==> config.mk <==
export PLATFORM = sky130hd
export DESIGN_NAME = memory_sequencer_flat
export DESIGN_NICKNAME = d
export VERILOG_FILES = /design/src/rtl/memory_pkg.sv /design/src/rtl/memory_sequencer_if.sv /design/src/rtl/memory_sequencer_rd_tag_pipe.sv /design/src/rtl/memory_sequencer.sv /design/src/flat_wrapper.sv
export SDC_FILE = /design/constraint.sdc
export NUM_CORES = 1
export LEC_CHECK = 0
export CAP_MARGIN = 10
export CORE_ASPECT_RATIO = 1.2
export CORE_UTILIZATION = 50
export CTS_CLUSTER_DIAMETER = 40
export CTS_CLUSTER_SIZE = 10
export DETAILED_ROUTE_END_ITERATION = 7
export MAX_ROUTING_LAYER = met4
export PLACE_DENSITY = 0.85
export SYNTH_ARGS = -nofsm -noshare
export SYNTH_HDL_FRONTEND = slang
export SYNTH_SLANG_ARGS = --single-unit
==> constraint.sdc <==
create_clock -name clock_i -period 5.6 [get_ports clock_i]
set_clock_uncertainty 0.1 [all_clocks]
set_input_delay 1.12 -clock clock_i [delete_from_list [all_inputs] [get_ports clock_i]]
set_output_delay 1.12 -clock clock_i [all_outputs]
set_load 0.005 [all_outputs]
==> src/rtl/memory_pkg.sv <==
// memory_pkg: shared types for the operand memory sequencer.
//   mem_state_t : sequencer FSM states
//   op_id_t     : which operand register a returning read belongs to
//   rd_tag_t    : one in-flight read, {valid, operand id, block index}
//   addr_w()    : BRAM word-address width needed to reach the last Y block
package memory_pkg;

    // Widest block index a tag can carry; operands up to 256 blocks.
    localparam int BLK_W = 8;

    typedef enum logic [3:0] {
        IDLE       = 4'd0,
        LOAD_N     = 4'd1,
        LOAD_NP0   = 4'd2,
        LOAD_X     = 4'd3,
        LOAD_Y     = 4'd4,
        DRAIN      = 4'd5,
        LOAD_DONE  = 4'd6,
        STORE_RES  = 4'd7,
        STORE_DONE = 4'd8
    } mem_state_t;

    typedef enum logic [1:0] {
        OP_N   = 2'd0,
        OP_NP0 = 2'd1,
        OP_X   = 2'd2,
        OP_Y   = 2'd3
    } op_id_t;

    typedef struct packed {
        logic             valid;
        op_id_t           op;
        logic [BLK_W-1:0] blk;
    } rd_tag_t;

    // Layout is n[0..S-1], n_prime_0, X[0..S-1], Y[0..S-1] from base_addr.
    function automatic int addr_w(input int s, input int base_addr);
        return $clog2(base_addr + 3 * s + 1);
    endfunction

endpackage

==> src/rtl/memory_sequencer_if.sv <==
// memory_sequencer_if: control, BRAM and operand-register strobes of the
// operand memory sequencer.
//   master : the sequencer (drives BRAM/strobes/status, takes start)
//   slave  : top_control + BRAM/register-file side
// Parameters: AW = BRAM word-address width, IDX_W = block index width.
interface memory_sequencer_if #(
    parameter int AW    = 6,
    parameter int IDX_W = 4
);
    logic             start_i;
    logic             load_store_i;
    logic             busy_o;
    logic             BRAM_en_o;
    logic             BRAM_we_o;
    logic [AW-1:0]    BRAM_addr_o;
    logic             n_reg_write_o;
    logic             n_prime_0_reg_en_o;
    logic             X_reg_write_o;
    logic             Y_reg_write_o;
    logic             res_reg_read_o;
    logic [IDX_W-1:0] blk_idx_o;
    logic             load_done_o;
    logic             store_done_o;
    logic [15:0]      cycle_count_o;

    modport master (
        input  start_i, load_store_i,
        output busy_o, BRAM_en_o, BRAM_we_o, BRAM_addr_o,
               n_reg_write_o, n_prime_0_reg_en_o, X_reg_write_o, Y_reg_write_o,
               res_reg_read_o, blk_idx_o, load_done_o, store_done_o, cycle_count_o
    );

    modport slave (
        output start_i, load_store_i,
        input  busy_o, BRAM_en_o, BRAM_we_o, BRAM_addr_o,
               n_reg_write_o, n_prime_0_reg_en_o, X_reg_write_o, Y_reg_write_o,
               res_reg_read_o, blk_idx_o, load_done_o, store_done_o, cycle_count_o
    );
endinterface

==> src/rtl/memory_sequencer_rd_tag_pipe.sv <==
// rd_tag_pipe: STAGES-deep shift register of read tags, matching the BRAM
// read latency so the tail tag lines up with the returning data.
//   clock_i, reset_ni : clock, asynchronous active-low clear
//   push_i            : tag for the read issued this cycle (valid=0 if none)
//   tail_o            : tag whose data is on the BRAM output now ('0 if none)
//   empty_o           : nothing queued behind the tail, including push_i, so
//                       the pipe is empty once the current tail retires
module rd_tag_pipe
    import memory_pkg::*;
#(
    parameter int STAGES = 1
) (
    input  logic    clock_i,
    input  logic    reset_ni,
    input  rd_tag_t push_i,
    output rd_tag_t tail_o,
    output logic    empty_o
);

    rd_tag_t         stage_q [1:STAGES];
    logic [STAGES:0] vld_pipe;

    always_ff @(posedge clock_i or negedge reset_ni) begin
        if (!reset_ni) begin
            for (int i = 1; i <= STAGES; i++) stage_q[i] <= '0;
        end else begin
            stage_q[1] <= push_i;
            for (int i = 2; i <= STAGES; i++) stage_q[i] <= stage_q[i-1];
        end
    end

    always_comb begin
        vld_pipe[0] = push_i.valid;
        for (int i = 1; i <= STAGES; i++) vld_pipe[i] = stage_q[i].valid;
    end

    always_comb begin
        empty_o = 1'b1;
        for (int i = 0; i < STAGES; i++) begin
            if (vld_pipe[i]) empty_o = 1'b0;
        end
    end

    assign tail_o = vld_pipe[STAGES] ? stage_q[STAGES] : '0;

endmodule

==> src/rtl/memory_sequencer.sv <==
// memory_sequencer: sequences BRAM reads of n, n_prime_0, X, Y into the
// operand registers and BRAM writes of the result over n.
//   clock_i  : clock, rising edge
//   reset_ni : asynchronous active-low reset
//   bus      : memory_sequencer_if.master (start/load_store in; BRAM
//              en/we/addr, operand strobes + blk_idx, busy, done pulses,
//              cycle_count out)
// Parameters: S blocks per operand (>=2), RD_LAT BRAM read latency (1..4),
//             BASE_ADDR word address of n block 0.
// Build option: MEM_PERF_CNT_EN adds the busy-cycle counter on
//               cycle_count_o; without it cycle_count_o is 0.
module memory_sequencer
    import memory_pkg::*;
#(
    parameter int S         = 16,
    parameter int RD_LAT    = 1,
    parameter int BASE_ADDR = 0
) (
    input  logic               clock_i,
    input  logic               reset_ni,
    memory_sequencer_if.master bus
);

    localparam int AW    = addr_w(S, BASE_ADDR);
    localparam int IDX_W = $clog2(S);
    localparam int CW    = $clog2(3 * S + 1);

    mem_state_t    state_q, state_d;
    logic [CW-1:0] cnt_q;
    logic          busy, issue, wr, ld_done, st_done;
    rd_tag_t       push, tail;
    logic          pipe_empty;

    // ---------------- state register and address counter ----------------
    always_ff @(posedge clock_i or negedge reset_ni) begin
        if (!reset_ni) begin
            state_q <= IDLE;
            cnt_q   <= '0;
        end else begin
            state_q <= state_d;
            if (!busy)      cnt_q <= '0;
            else if (issue) cnt_q <= cnt_q + 1'b1;
        end
    end

    // ---------------- next state / issue decode ----------------
    // One address per cycle across all four load phases; the counter runs
    // straight through so the read stream has no bubbles.
    always_comb begin
        state_d = state_q;
        busy    = 1'b0;
        issue   = 1'b0;
        wr      = 1'b0;
        ld_done = 1'b0;
        st_done = 1'b0;
        push    = '0;
        case (state_q)
            IDLE: begin
                if (bus.start_i) state_d = bus.load_store_i ? STORE_RES : LOAD_N;
            end
            LOAD_N: begin
                busy  = 1'b1;
                issue = 1'b1;
                push  = '{valid: 1'b1, op: OP_N, blk: BLK_W'(cnt_q)};
                if (cnt_q == CW'(S - 1)) state_d = LOAD_NP0;
            end
            LOAD_NP0: begin
                busy    = 1'b1;
                issue   = 1'b1;
                push    = '{valid: 1'b1, op: OP_NP0, blk: '0};
                state_d = LOAD_X;
            end
            LOAD_X: begin
                busy  = 1'b1;
                issue = 1'b1;
                push  = '{valid: 1'b1, op: OP_X, blk: BLK_W'(cnt_q - CW'(S + 1))};
                if (cnt_q == CW'(2 * S)) state_d = LOAD_Y;
            end
            LOAD_Y: begin
                busy  = 1'b1;
                issue = 1'b1;
                push  = '{valid: 1'b1, op: OP_Y, blk: BLK_W'(cnt_q - CW'(2 * S + 1))};
                if (cnt_q == CW'(3 * S)) state_d = DRAIN;
            end
            DRAIN: begin
                busy = 1'b1;
                // Leave while the last Y strobe is at the tail so the done
                // pulse lands on the very next cycle.
                if (pipe_empty) state_d = LOAD_DONE;
            end
            LOAD_DONE: begin
                busy    = 1'b1;
                ld_done = 1'b1;
                state_d = IDLE;
            end
            STORE_RES: begin
                busy  = 1'b1;
                issue = 1'b1;
                wr    = 1'b1;
                if (cnt_q == CW'(S - 1)) state_d = STORE_DONE;
            end
            STORE_DONE: begin
                busy    = 1'b1;
                st_done = 1'b1;
                state_d = IDLE;
            end
            default: state_d = IDLE;
        endcase
    end

    // ---------------- read tag pipeline ----------------
    rd_tag_pipe #(.STAGES(RD_LAT)) u_tag_pipe (
        .clock_i  (clock_i),
        .reset_ni (reset_ni),
        .push_i   (push),
        .tail_o   (tail),
        .empty_o  (pipe_empty)
    );

    // ---------------- outputs ----------------
    assign bus.busy_o             = busy;
    assign bus.BRAM_en_o          = issue;
    assign bus.BRAM_we_o          = wr;
    assign bus.BRAM_addr_o        = issue ? AW'(BASE_ADDR) + AW'(cnt_q) : '0;
    assign bus.res_reg_read_o     = wr;
    // Strobes come only from the pipe tail; tail is '0 when nothing returns,
    // and n_prime_0 tags carry block 0, so blk_idx_o idles at 0.
    assign bus.n_reg_write_o      = tail.valid && (tail.op == OP_N);
    assign bus.n_prime_0_reg_en_o = tail.valid && (tail.op == OP_NP0);
    assign bus.X_reg_write_o      = tail.valid && (tail.op == OP_X);
    assign bus.Y_reg_write_o      = tail.valid && (tail.op == OP_Y);
    assign bus.blk_idx_o          = wr ? IDX_W'(cnt_q) : IDX_W'(tail.blk);
    assign bus.load_done_o        = ld_done;
    assign bus.store_done_o       = st_done;

`ifdef MEM_PERF_CNT_EN
    logic [15:0] perf_q;
    logic        accept;

    assign accept = (state_q == IDLE) && bus.start_i;

    always_ff @(posedge clock_i or negedge reset_ni) begin
        if (!reset_ni)                       perf_q <= '0;
        else if (accept)                     perf_q <= '0;
        else if (busy && perf_q != 16'hFFFF) perf_q <= perf_q + 16'd1;
    end

    assign bus.cycle_count_o = perf_q;
`else
    assign bus.cycle_count_o = '0;
`endif

endmodule

==> src/flat_wrapper.sv <==
// flat-port wrapper written by rule: the top's interface ports become plain ports
module memory_sequencer_flat import memory_pkg::*;
#(
    parameter int S         = 16,
    parameter int RD_LAT    = 1,
    parameter int BASE_ADDR = 0
)
  (clock_i, reset_ni, bus_start_i, bus_load_store_i, bus_busy_o, bus_BRAM_en_o, bus_BRAM_we_o, bus_BRAM_addr_o, bus_n_reg_write_o, bus_n_prime_0_reg_en_o, bus_X_reg_write_o, bus_Y_reg_write_o, bus_res_reg_read_o, bus_blk_idx_o, bus_load_done_o, bus_store_done_o, bus_cycle_count_o);
  memory_sequencer_if bus_i ();
  input  logic clock_i;
  input  logic reset_ni;
  input wire logic [$bits(bus_i.start_i)-1:0] bus_start_i;
  input wire logic [$bits(bus_i.load_store_i)-1:0] bus_load_store_i;
  output wire logic [$bits(bus_i.busy_o)-1:0] bus_busy_o;
  output wire logic [$bits(bus_i.BRAM_en_o)-1:0] bus_BRAM_en_o;
  output wire logic [$bits(bus_i.BRAM_we_o)-1:0] bus_BRAM_we_o;
  output wire logic [$bits(bus_i.BRAM_addr_o)-1:0] bus_BRAM_addr_o;
  output wire logic [$bits(bus_i.n_reg_write_o)-1:0] bus_n_reg_write_o;
  output wire logic [$bits(bus_i.n_prime_0_reg_en_o)-1:0] bus_n_prime_0_reg_en_o;
  output wire logic [$bits(bus_i.X_reg_write_o)-1:0] bus_X_reg_write_o;
  output wire logic [$bits(bus_i.Y_reg_write_o)-1:0] bus_Y_reg_write_o;
  output wire logic [$bits(bus_i.res_reg_read_o)-1:0] bus_res_reg_read_o;
  output wire logic [$bits(bus_i.blk_idx_o)-1:0] bus_blk_idx_o;
  output wire logic [$bits(bus_i.load_done_o)-1:0] bus_load_done_o;
  output wire logic [$bits(bus_i.store_done_o)-1:0] bus_store_done_o;
  output wire logic [$bits(bus_i.cycle_count_o)-1:0] bus_cycle_count_o;
  assign bus_i.start_i = bus_start_i;
  assign bus_i.load_store_i = bus_load_store_i;
  assign bus_busy_o = bus_i.busy_o;
  assign bus_BRAM_en_o = bus_i.BRAM_en_o;
  assign bus_BRAM_we_o = bus_i.BRAM_we_o;
  assign bus_BRAM_addr_o = bus_i.BRAM_addr_o;
  assign bus_n_reg_write_o = bus_i.n_reg_write_o;
  assign bus_n_prime_0_reg_en_o = bus_i.n_prime_0_reg_en_o;
  assign bus_X_reg_write_o = bus_i.X_reg_write_o;
  assign bus_Y_reg_write_o = bus_i.Y_reg_write_o;
  assign bus_res_reg_read_o = bus_i.res_reg_read_o;
  assign bus_blk_idx_o = bus_i.blk_idx_o;
  assign bus_load_done_o = bus_i.load_done_o;
  assign bus_store_done_o = bus_i.store_done_o;
  assign bus_cycle_count_o = bus_i.cycle_count_o;
  memory_sequencer #(.S(S), .RD_LAT(RD_LAT), .BASE_ADDR(BASE_ADDR)) u_core (.clock_i(clock_i), .reset_ni(reset_ni), .bus(bus_i));
endmodule
After elaboration in Yosys (flattened, before gate mapping):

Index checks and enable logic that the tools add are counted.

* flip-flop bits (word level): 21
* bits in latches: 0
* bits in writable memories: 0
* ROM bits: 0
* input port bits: 4
* word-level logic and storage cells: 57
* memories: 0

* $add $sub $neg: 3
* $mul: 0
* div/mod/pow operators: 0
* magnitude comparators: 0
* equality and inequality tests: 21
* shifts and indexed selects: 0
* multiplexer cells: 19
* bitwise logic cells: 0
* reduce and logical (&&, ||, !) cells: 9

Operators by type and width (count)
* $pmux W11 S4: 1
* $mux W4: 7
* $pmux W4 S7: 1
* $mux W6: 3
* $eq A4 B3 Y1 const B: 4
* $eq A6 B6 Y1 const B: 2
* $mux W11: 1
* $ne A2 B1 Y1 const B: 5
* $eq A4 B2 Y1 const B: 2
* $reduce_or A8 Y1: 1
* $sub A6 B5 Y7 const B: 1
* $sub A6 B6 Y7 const B: 1
* $add A6 B1 Y6 const B: 1
* $eq A6 B4 Y1 const B: 1
* $reduce_and A6 Y1: 1
* $mux W1: 5
* $reduce_or A5 Y1: 1
* $eq A2 B2 Y1 const B: 2
* $eq A4 B1 Y1 const B: 1
* $eq A4 B4 Y1 const B: 1
* $logic_and A1 B1 Y1: 4
* $logic_not A4 Y1: 1
* $ne A2 B2 Y1 const B: 2
* $mux W3: 1
* 2 further kinds: 2

Logic depth before layout (Yosys ltp):

Gate-level depths: netlist (run 1).

* depth in word-level cells: 5
* gate-level depth with buffers: 8
* gate-level depth less buffers: 7

Hierarchy:

A second synthesis (run 1) with hierarchy kept.

* cell total of the unflattened synthesis: 180
* area total of the unflattened synthesis: 1527.7 sq um

By module, submodules not included
* memory_sequencer: instances 1, cells each 157, area each 1178.6 sq um, seq. area each 250.2 sq um
* rd_tag_pipe: instances 1, cells each 23, area each 349.1 sq um, seq. area each 275.3 sq um

Worst setup path after synthesis (run 1):

No wires, ideal clock.

* path type: flip-flop to output port
* from: register u_core.state_q[0]
* to: output bus_blk_idx_o[0]
* arrival: 1.311 ns
* slack: 3.069 ns
* stages on the path, launching flop included: 5
* path buffers: 1
* path through: dfrtp_1 buf_2 inv_1 nor4_4 o21ai_0

* cells in the longest elaborated chain, start to end: 3

RTL lines
* from (decl): line memory_sequencer.sv:28 `mem_state_t state_q, state_d;`
* from (signal assigned): line memory_sequencer.sv:40 `state_q <= state_d;`
* $eq A4 B3 Y1: line memory_sequencer.sv:57 `case (state_q)`
* $mux W1: line memory_sequencer.sv:57
* via bus_BRAM_we_o: line flat_wrapper.sv:16 `output wire logic [$bits(bus_i.BRAM_we_o)-1:0] bus_BRAM_we_o;`
* $mux W4: line memory_sequencer.sv:132 `assign bus.blk_idx_o = wr ? IDX_W'(cnt_q) : IDX_W'(tail.blk);`
* to (decl): line flat_wrapper.sv:23 `output wire logic [$bits(bus_i.blk_idx_o)-1:0] bus_blk_idx_o;`

The timed path passes the listed nets, and every way through them passes these cells.

Final worst setup path (run 1):

* from: register u_core.state_q[1]
* to: output bus_BRAM_addr_o[3]

* cells in the longest elaborated chain, start to end: 4
* elaborated cells between the ends (all ways): 8
* those cells by class: eq/ne (5); mux (2); reduce/logical (1)

RTL lines
* $eq A4 B2 Y1 (tied with other cells): line memory_sequencer.sv:57
* $reduce_or A5 Y1 (no line) (*)
* $mux W1 (*): line memory_sequencer.sv:57
* $mux W6 (*): line memory_sequencer.sv:124 `assign bus.BRAM_addr_o = issue ? AW'(BASE_ADDR) + AW'(cnt_q) : '0;`
* to (decl): line flat_wrapper.sv:17 `output wire logic [$bits(bus_i.BRAM_addr_o)-1:0] bus_BRAM_addr_o;`

Mark *: on every way between the ends. The rest lies on a longest branch, timed or not.

==> flow_summary.yaml, run 1 <==
logic_synthesis:
  syn_inst: 158
  synth_edf_count: 0
  yosysSeqAreaShare_pct: 33.0
  async_reset_ff_share_pct: 100
  yosysTopAreaCell: "dfrtp_1"
  ys_top_cells_by_area: "dfrtp_1 33%, buf_4 11%, nor2_1 5.8%, xnor2_1 4.8%, nand2_1 4.7%"
  ys_ff_latch: 17
  ys_warn_count: 0
  netlist_area_mm2: 0.00129
  yosysUniqueCellTypes: 37
  avgSynthCellArea_um2: 8.15
  synth_ff_type: "dfrtp_1"
  yosysTopAreaCellShare_pct: 33.0
clocking:
  clkSinkCount: 17
  cts_root_buffer: "clkbuf_4"
  cts_max_path_buffers: 2
  path_clk_slew_ps: 100
  cts_resized: 0
  cts_tree: "yes"
  hold_buffers: 0
  cts_max_level: 1
  post_cts_buffers: 0
  clk_latency_ps: 300
  cts_made_buffers: 3
hold_path:
  min_path_type: "reg -> reg"
  holdCritStartpoint: "u_core.cnt_q[5]"
  hold_depth: 1
  min_to: "u_core.cnt_q[5]"
layout:
  final_util_pct: 61.8
  nets: 180
  layout_common_cells: "23 x clkdlybuf4s50_1, 20 x nor2_1, 17 x dfrtp_1, 16 x nand2_1, 16 x conb_1"
  syn2layout_area_growth_pct: 12.9
  antenna_cells: 0
  final_common_cell: "clkdlybuf4s50_1"
  fill_cells: 194
  drive_gt1_share_pct: 4.05
  design_area_mm2: 0.00145
  final_cells: 204
worst_setup_path:
  crit_path_end_kind: "primary output"
  timing.rr.start: "u_core.state_q[1]"
  reg2reg_depth: 5
  rrSetupSlack_ps: 3350
  arrival_ps: 2550
  r2r_end: "u_core.cnt_q[5]"
  start_kind: "flip-flop"
  cp_max_fo: 14
  required_ps: 4380
  worstSetupPathType: "reg -> out"
timing:
  hold_slack_ps: 456
  rsz0062_at_grt: "no"
  fmax_mhz: 265
  finalCriticalPeriod_ps: 3770
  hold_viol_final: 0
  drv_slew: 0
  setup_violations: 0
  worst_pin_slew_ps: 731
  setup_tns_ps: 0
  maxSlewHeadroom_pct: 51.2
  min_period_over_period_pct: 67.3
pwr:
  peakVddDrop_mv: 0.130
  power.leakage_nw: 0.654
  power_density_mw_per_mm2: 135
floorplan:
  die-width_um: 48.3
  start_util_pct: 54.7
  rows: 19
  die_y_um: 57.6
  ios: 40
  die-area_mm2: 0.00278
  core_mm2: 0.00235
place:
  placed_area_mm2: 0.00143
  dpl.hpwl_um: 1810
  place_inst: 200
  place.gp.congestion: 0.887
  port_buffers: 23
route:
  viasPerCell: 5.23
  wire_per_inst_um: 11.8
  drt_pass1_iterations: 4
  routed_wl_um: 2420
  drt_iter0_drc: 19
  antenna_left: 0
  drc: 0
  num_vias: 1067
grt:
  antenna_found_initial: 0
  grt_overflow: 0
  grt_pass1_vias: 934
  grt_max_degree: 18
  grtUsageTotal_pct: 18.9
  grt_pass1_wl_um: 3900
status:
  run_status: "completed"
run:
  maxCapViolations: 0
[registers in the layout, indices dropped and copies added, names as in the netlist]
register                   count
u_core.u_tag_pipe.stage_q      7
u_core.state_q                 4
u_core.cnt_q                   6
[layer usage]
metal | up-vias | part of all wire (%) | GRT usage [%] | wire (um)
met3 | 7 | 4.0 | 1.60 | 96
met5 | - | 0 | - | 0
met4 | 0 | 2.3 | 10.1 | 55
li1 | 523 | - | - | -
met1 | 502 | 43 | 21.5 | 1030
met2 | 35 | 51 | 33.0 | 1230
[logic make-up after synthesis]
group / synth area share (%)
AO/OA/AOI/OAI: 15.3
XOR/XNOR: 6.12
adder cells (fa/ha/maj): 1.94
buffers and inverters: 17.6
flip-flops: 33.0
multiplexers: 1.55
other: 0.291
AND/OR/NAND/NOR: 24.2
[area by class of cell]
| type | instances | area, um^2 | area share [%] |
|---|---|---|---|
| Sequential cell | 17 | 425 | 29.3 |
| Inverter | 11 | 41.3 | 2.84 |
| Tap cell | 31 | 38.8 | 2.67 |
| Clock buffer | 4 | 26.3 | 1.81 |
| Timing Repair Buffer | 23 | 230 | 15.8 |
| Multi-Input combinational cell | 118 | 692 | 47.6 |
[per-stage QoR]
stage | power, mW | setup WS, ps
4_1_cts | 0.198 | 1850
6_report | 0.197 | 1830
2_1_floorplan | 0.136 | 3070
3_3_place_gp | 0.132 | 2260
5_1_grt | 0.202 | 1700
3_5_place_dp | 0.132 | 2170
[synthesized netlist by cell type, types with 3 or more instances]
cell and number:
nand2_1 16, xnor2_1 7, buf_4 19, o21ai_0 7, dfrtp_1 17, nor3_1 6
a22oi_1 4, inv_1 11, nor2_1 20, clkbuf_1 3, buf_2 4, and2_1 7
a21oi_1 7
[power breakdown]
part	switching, mW	total (mW)	internal, mW
registers	0	0.123	0.123
clock network	0.0395	0.0673	0.0278
logic	0.00506	0.00691	0.00185
[critical path: stages (launching register included)]
cell	delay, ps
dfrtp_1	610
inv_1	250
a211oi_2	660
and2_1	230
clkdlybuf4s50_1	500
[how the worst max path moves through the flow]
| stage | from | to | slack, ps | cells after the start |
|---|---|---|---|---|
| after floorplan | u_core.state_q[0] | bus_blk_idx_o[0] | 3070 | 4 |
| after global placement | u_core.state_q[0] | bus_BRAM_addr_o[4] | 2260 | 4 |
| after detailed placement | u_core.state_q[1] | bus_BRAM_addr_o[3] | 2170 | 4 |
| after CTS | u_core.state_q[1] | bus_BRAM_addr_o[3] | 1850 | 4 |
| after global routing | u_core.state_q[1] | bus_BRAM_addr_o[3] | 1700 | 4 |
| final | u_core.state_q[1] | bus_BRAM_addr_o[3] | 1830 | 4 |
Power figures use the tool's default switching activity.
==> run 2: changes to the inputs <==
--- a/config.mk
+++ b/config.mk
@@ -7,12 +7,12 @@
 export LEC_CHECK = 0
 export CAP_MARGIN = 10
 export CORE_ASPECT_RATIO = 1.2
-export CORE_UTILIZATION = 50
+export CORE_UTILIZATION = 42
 export CTS_CLUSTER_DIAMETER = 40
 export CTS_CLUSTER_SIZE = 10
 export DETAILED_ROUTE_END_ITERATION = 7
 export MAX_ROUTING_LAYER = met4
-export PLACE_DENSITY = 0.85
+export PLACE_DENSITY = 0.76
 export SYNTH_ARGS = -nofsm -noshare
 export SYNTH_HDL_FRONTEND = slang
 export SYNTH_SLANG_ARGS = --single-unit
==> constraint.sdc (replaced) <==
create_clock -name clock_i -period 3.1 [get_ports clock_i]
set_clock_uncertainty 0.1 [all_clocks]
set_input_delay 0.62 -clock clock_i [delete_from_list [all_inputs] [get_ports clock_i]]
set_output_delay 0.62 -clock clock_i [all_outputs]
set_load 0.005 [all_outputs]
==> run 2 against run 1 <==
Sequential power increased by 80%; non-clock buffer count increased by 3; sequential share of layout area decreased by 0.51 points; routed wire length increased by 8.0%; critical path type unchanged; critical endpoint is now bus_busy_o; highest routed layer unchanged.
==> flow_summary.yaml, run 2 (synthesis results as in run 1) <==
worst_setup_path:
  slowest_stage: "dfrtp_1"
  cpMostUsedCell: "inv_1"
  crit_path_start: "u_core.state_q[3]"
  rrSetupSlack_ps: 1090
  crit_path_end_kind: "primary output"
  r2r_end: "u_core.cnt_q[5]"
  arrival_ps: 2170
  path_cells: "inv_1 -> xnor2_1 -> buf_4 -> inv_1 -> clkdlybuf4s50_1"
  reg2reg_depth: 6
  cp_max_fo: 17
  start_kind: "flip-flop"
  worstSetupPathType: "reg -> out"
  crit_path_end: "bus_busy_o"
  required_ps: 2380
  timing.rr.start: "u_core.state_q[1]"
  max_stage_delay_ps: 780
layout:
  final_cells: 210
  top_regs: "u_core.u_tag_pipe.stage_q x7, u_core.cnt_q x6, u_core.state_q x4"
  largest_reg_flops: 7
  drive_gt1_share_pct: 7.95
  fill_cells: 264
  syn2layout_area_growth_pct: 15.9
  layout_common_cells: "23 x clkdlybuf4s50_1, 20 x nor2_1, 16 x nand2_1, 16 x conb_1, 14 x dfrtp_1"
  nets: 183
  design_area_mm2: 0.00149
  final_common_cell: "clkdlybuf4s50_1"
  antenna_cells: 0
  regMostFlops: "u_core.u_tag_pipe.stage_q"
clocking:
  cts_made_buffers: 3
  cts_max_path_buffers: 2
  cts_tree: "yes"
  cts_root_buffer: "clkbuf_4"
  clkSinkCount: 17
  path_clk_slew_ps: 110
  hold_buffers: 0
  clk_latency_ps: 300
  cts_max_level: 1
grt:
  antenna_found_initial: 0
  grt_max_degree: 18
  grt_overflow: 0
  grt_pass1_wl_um: 4400
  grtUsageTotal_pct: 18.1
  grt_pass1_vias: 971
run:
  maxCapViolations: 0
hold_path:
  min_path_type: "reg -> reg"
timing:
  setup_violations: 0
  setup_tns_ps: 0
  drv_slew: 0
  fin_ws_ps: 206
  fmax_mhz: 346
  finalCriticalPeriod_ps: 2890
  rsz0062_at_grt: "no"
  worst_pin_slew_ps: 780
  hold_viol_final: 0
  maxSlewHeadroom_pct: 47.8
  min_period_over_period_pct: 93.3
floorplan:
  start_util_pct: 45.0
  ios: 40
  die-width_um: 52.5
  rows: 21
  die-area_mm2: 0.00329
  core_mm2: 0.00286
  die_y_um: 62.7
place:
  port_buffers: 23
  place.gp.congestion: 0.927
  place_inst: 205
  placed_area_mm2: 0.00145
  pre_cts_slack_ps: 315
  dpl.hpwl_um: 1900
pwr:
  power.total_uw: 359
  power_density_mw_per_mm2: 240
  peakVddDrop_mv: 0.141
  power.leakage_nw: 0.670
route:
  routed_wl_um: 2610
  drt_pass1_iterations: 5
  drt_iter0_drc: 35
  drc: 0
  num_vias: 1051
  wire_per_inst_um: 12.4
  viasPerCell: 5.00
  antenna_left: 0
status:
  run_status: "completed"
-- run 2: changes by cell type in the layout (fill, tap and decap cells not counted), sizes merged --
cell,previous run,this run
buf,0,3
clkbuf,4,3
clkinv,0,1
-- run 2: through the flow --
stage	util, %	hold slack [ps]
after detailed placement	50.5	448
after floorplan	-	224
after global placement	50.5	434
after global routing	52.1	516
after CTS	51.7	463
final	52.1	463
-- run 2: worst min-delay path by stage --
stage / startpoint / to / slack (ps) / depth (start not counted)
3_3_place_gp: u_core.cnt_q[5] / u_core.cnt_q[5] / 430 / 1
4_1_cts: u_core.cnt_q[5] / u_core.cnt_q[5] / 460 / 1
6_report: u_core.cnt_q[5] / u_core.cnt_q[5] / 460 / 1
5_1_grt: u_core.cnt_q[5] / u_core.cnt_q[5] / 520 / 1
2_1_floorplan: reset_ni / u_core.cnt_q[0] / 220 / 0
3_5_place_dp: u_core.cnt_q[5] / u_core.cnt_q[5] / 450 / 1
-- run 2: critical path: cells and delay by family (launching register included) --
family	cells	cell delay, ps
flip-flops	1	780
XOR/XNOR	1	170
buffers and inverters	4	930
-- run 2: per-layer routing --
layer / vias up / global-route usage, % / wire (um)
met5: - / - / 0
met4: 0 / 8.88 / 61
met3: 7 / 2.19 / 97
met2: 37 / 28.6 / 1290
met1: 479 / 22.1 / 1160
li1: 528 / - / -
-- run 2: repair_timing --
action	4_1_cts	5_1_grt
pin swaps	1	0
gates resized for setup	0	4
setup endpoints to repair	4	11
buffers inserted	1	0
-- run 2: cell type report --
| type | instances | area (um^2) | area share (%) |
|---|---|---|---|
| Multi-Input combinational cell | 118 | 699 | 46.9 |
| Sequential cell | 17 | 429 | 28.8 |
| Timing Repair Buffer | 26 | 253 | 16.9 |
| Tap cell | 34 | 42.5 | 2.85 |
| Inverter | 11 | 41.3 | 2.77 |
| Clock buffer | 3 | 22.5 | 1.51 |
| Clock inverter | 1 | 5.00 | 0.335 |
-- run 2: power breakdown --
group | leakage, nW | switching [mW] | internal, mW
registers | 0.177 | 0 | 0.222
clock network | 0.0177 | 0.0767 | 0.0481
logic | 0.475 | 0.00923 | 0.00333
==> run 3: changes to the inputs <==
--- a/config.mk
+++ b/config.mk
@@ -5,6 +5,7 @@
 export SDC_FILE = /design/constraint.sdc
 export NUM_CORES = 1
 export LEC_CHECK = 0
+export ABC_AREA = 1
 export CAP_MARGIN = 10
 export CORE_ASPECT_RATIO = 1.2
 export CORE_UTILIZATION = 42
==> run 3 against run 2 <==
Sequential share of layout area up 0.21 points; highest routed layer unchanged; combinational power rose to 70 times the previous value; critical path depth up 3; critical path type unchanged; die area down 1.8%; routed wire length down 7.1%; final cell count up 5.7%; maximum frequency up 1.8%; clock power down 5%; clock-buffer cell count up 1; cell area down 1.6%; register-to-register slack better by 290 ps; largest cell class unchanged.
==> flow_summary.yaml, run 3 <==
status:
  run_status: "completed"
timing:
  hold_viol_final: 0
  setup_tns_ps: 0
  worst_pin_slew_ps: 750
  drv_slew: 0
  fmax_mhz: 352
  finalCriticalPeriod_ps: 2840
  hold_slack_ps: 510
  min_period_over_period_pct: 91.7
  rsz0062_at_grt: "no"
  maxSlewHeadroom_pct: 49.9
  setup_violations: 0
clocking:
  cts_resized: 0
  cts_made_buffers: 3
  post_cts_buffers: 0
  cts_tree: "yes"
  cts_max_level: 1
  path_clk_slew_ps: 100
  cts_root_buffer: "clkbuf_4"
  clkSinkCount: 17
  hold_buffers: 0
  clk_latency_ps: 290
  cts_max_path_buffers: 2
layout:
  multiInputGateArea_um2: 673
  fill_cells: 289
  syn2layout_area_growth_pct: 16.2
  top_regs: "u_core.u_tag_pipe.stage_q x7, u_core.cnt_q x6, u_core.state_q x4"
  final_cells: 222
  regMostFlops: "u_core.u_tag_pipe.stage_q"
  final_common_cell: "nand2_1"
  nets: 195
  largest_reg_flops: 7
  register_area_um2: 425
  antenna_cells: 0
  drive_gt1_share_pct: 9.57
  layout_common_cells: "30 x nand2_1, 23 x clkdlybuf4s50_1, 17 x inv_1, 17 x nor2_1, 17 x dfrtp_1"
logic_synthesis:
  yosysTopAreaCellShare_pct: 33.7
  yosysUniqueCellTypes: 26
  yosysSeqAreaShare_pct: 33.7
  yosysMostFrequentCell: "nand2_1"
  yosys-top-cells-count: "30 x nand2_1, 17 x buf_4, 17 x dfrtp_1, 17 x inv_1, 17 x nor2_1"
  ys_ff_latch: 17
  syn_inst: 165
  ys_top_cells_by_area: "dfrtp_1 34%, buf_4 10%, nand2_1 8.9%, nand3_1 6.3%, inv_1 5.0%"
  synth_edf_count: 0
  yosysTopAreaCell: "dfrtp_1"
  avgSynthCellArea_um2: 7.66
  ys_warn_count: 0
  async_reset_ff_share_pct: 100
  synth_ff_type: "dfrtp_1"
  netlist_area_mm2: 0.00126
route:
  drt_pass1_iterations: 5
  wire_per_inst_um: 10.9
  drc: 0
  drt_iter0_drc: 33
  num_vias: 1103
  routed_wl_um: 2420
  viasPerCell: 4.97
  antenna_left: 0
pwr:
  combPwrFrac_pct: 64.0
  intPower_uw: 705
  p_sw_share_pct: 49.1
  switchingPower_uw: 680
  power.leakage_nw: 0.736
  seq_power_share_pct: 27.4
  peakVddDrop_mv: 0.455
  pwr-share-clk_pct: 8.6
  power_density_mw_per_mm2: 943
grt:
  grt_pass1_wl_um: 3900
  antenna_found_initial: 0
  grt_pass1_vias: 877
  grt_max_degree: 19
  grt_overflow: 0
  grtUsageTotal_pct: 17.0
run:
  maxCapViolations: 0
worst_setup_path:
  rrSetupSlack_ps: 1380
  path_cells: "nor2_4 -> nand3_1 -> nand2_2 -> nor2_8 -> nand2_4 -> inv_2 -> nor2_1 -> clkdlybuf4s50_1"
  cp_max_fo: 8
  crit_path_start: "u_core.state_q[3]"
  cp_top_family: "simple AND/OR/NAND/NOR gates"
  max_stage_delay_ps: 510
  start_kind: "flip-flop"
  arrival_ps: 2120
  worstSetupPathType: "reg -> out"
  timing.rr.start: "u_core.cnt_q[0]"
  required_ps: 2380
  path_buf_inv: 2
  crit_path_end_kind: "primary output"
  slowest_stage: "clkdlybuf4s50_1"
hold_path:
  min_path_type: "reg -> reg"
  holdCritStartpoint: "u_core.cnt_q[3]"
floorplan:
  die_y_um: 62.1
  core_mm2: 0.00284
  ios: 40
  die-area_mm2: 0.00323
  die-width_um: 52.1
  rows: 21
  start_util_pct: 44.5
place:
  port_buffers: 23
  place.gp.congestion: 0.890
  dpl.hpwl_um: 1880
  place_inst: 218
==> run 3: layout make-up <==
class / count / share of cell area, %
Clock buffer: 4 / 1.79
Inverter: 19 / 4.86
Multi-Input combinational cell: 125 / 45.8
Sequential cell: 17 / 29.0
Tap cell: 34 / 2.90
Timing Repair Buffer: 23 / 15.7
==> run 3: logic make-up after synthesis <==
kind of cell	Yosys count	share of synthesized area [%]
and+or+nand+nor	91	37.9
xor gates and xnor gates	4	2.77
DFF	17	33.7
adders and majority gates	2	1.98
other	1	0.297
buffers and inverters	38	17.5
AOI/OAI and AO/OA	12	5.84
==> run 3: tightest hold or removal path: stages, from the launching register on <==
cell     delay, ps
dfrtp_1        430
nand4_1        100
nand2_1         50
==> run 3: power by group through the flow <==
stage | clock network, mW | registers (mW) | logic (mW)
2_1_floorplan | 0 | 0.365 | 0.658
3_3_place_gp | 0 | 0.381 | 0.877
3_5_place_dp | 0 | 0.383 | 0.890
4_1_cts | 0.126 | 0.378 | 0.895
5_1_grt | 0.136 | 0.390 | 0.990
6_report | 0.119 | 0.380 | 0.886
==> run 3: worst paths after layout <==
path / endpoint / cells after the start
worst max-delay path: bus_BRAM_addr_o[4] / 8
worst min-delay path: u_core.cnt_q[3] / 2
worst max register to register: u_core.state_q[2] / 8
worst min register to register: u_core.cnt_q[3] / 2
max in group asynchronous: u_core.state_q[2] / 1
min in group asynchronous: u_core.u_tag_pipe.stage_q[3] / 1
==> run 3: stage by stage <==
stage | power [mW] | utilization, % | instance area (um^2) | worst slack [ps]
5_1_grt | 1.52 | 51.8 | 1470 | 96.6
4_1_cts | 1.40 | 51.8 | 1470 | 241
3_3_place_gp | 1.26 | 50.8 | 1440 | 557
2_1_floorplan | 1.02 | - | 1320 | 1200
6_report | 1.39 | 51.8 | 1470 | 257
3_5_place_dp | 1.27 | 50.8 | 1440 | 586
==> run 3: per-layer routing <==
layer  vias up  track usage, %  share of wire [%]
li1        550               -                  -
met1       505            21.1                 45
met2        43            27.1                 49
met3         5            2.92                3.8
met4         0            7.72                2.2
met5         -               -                  0
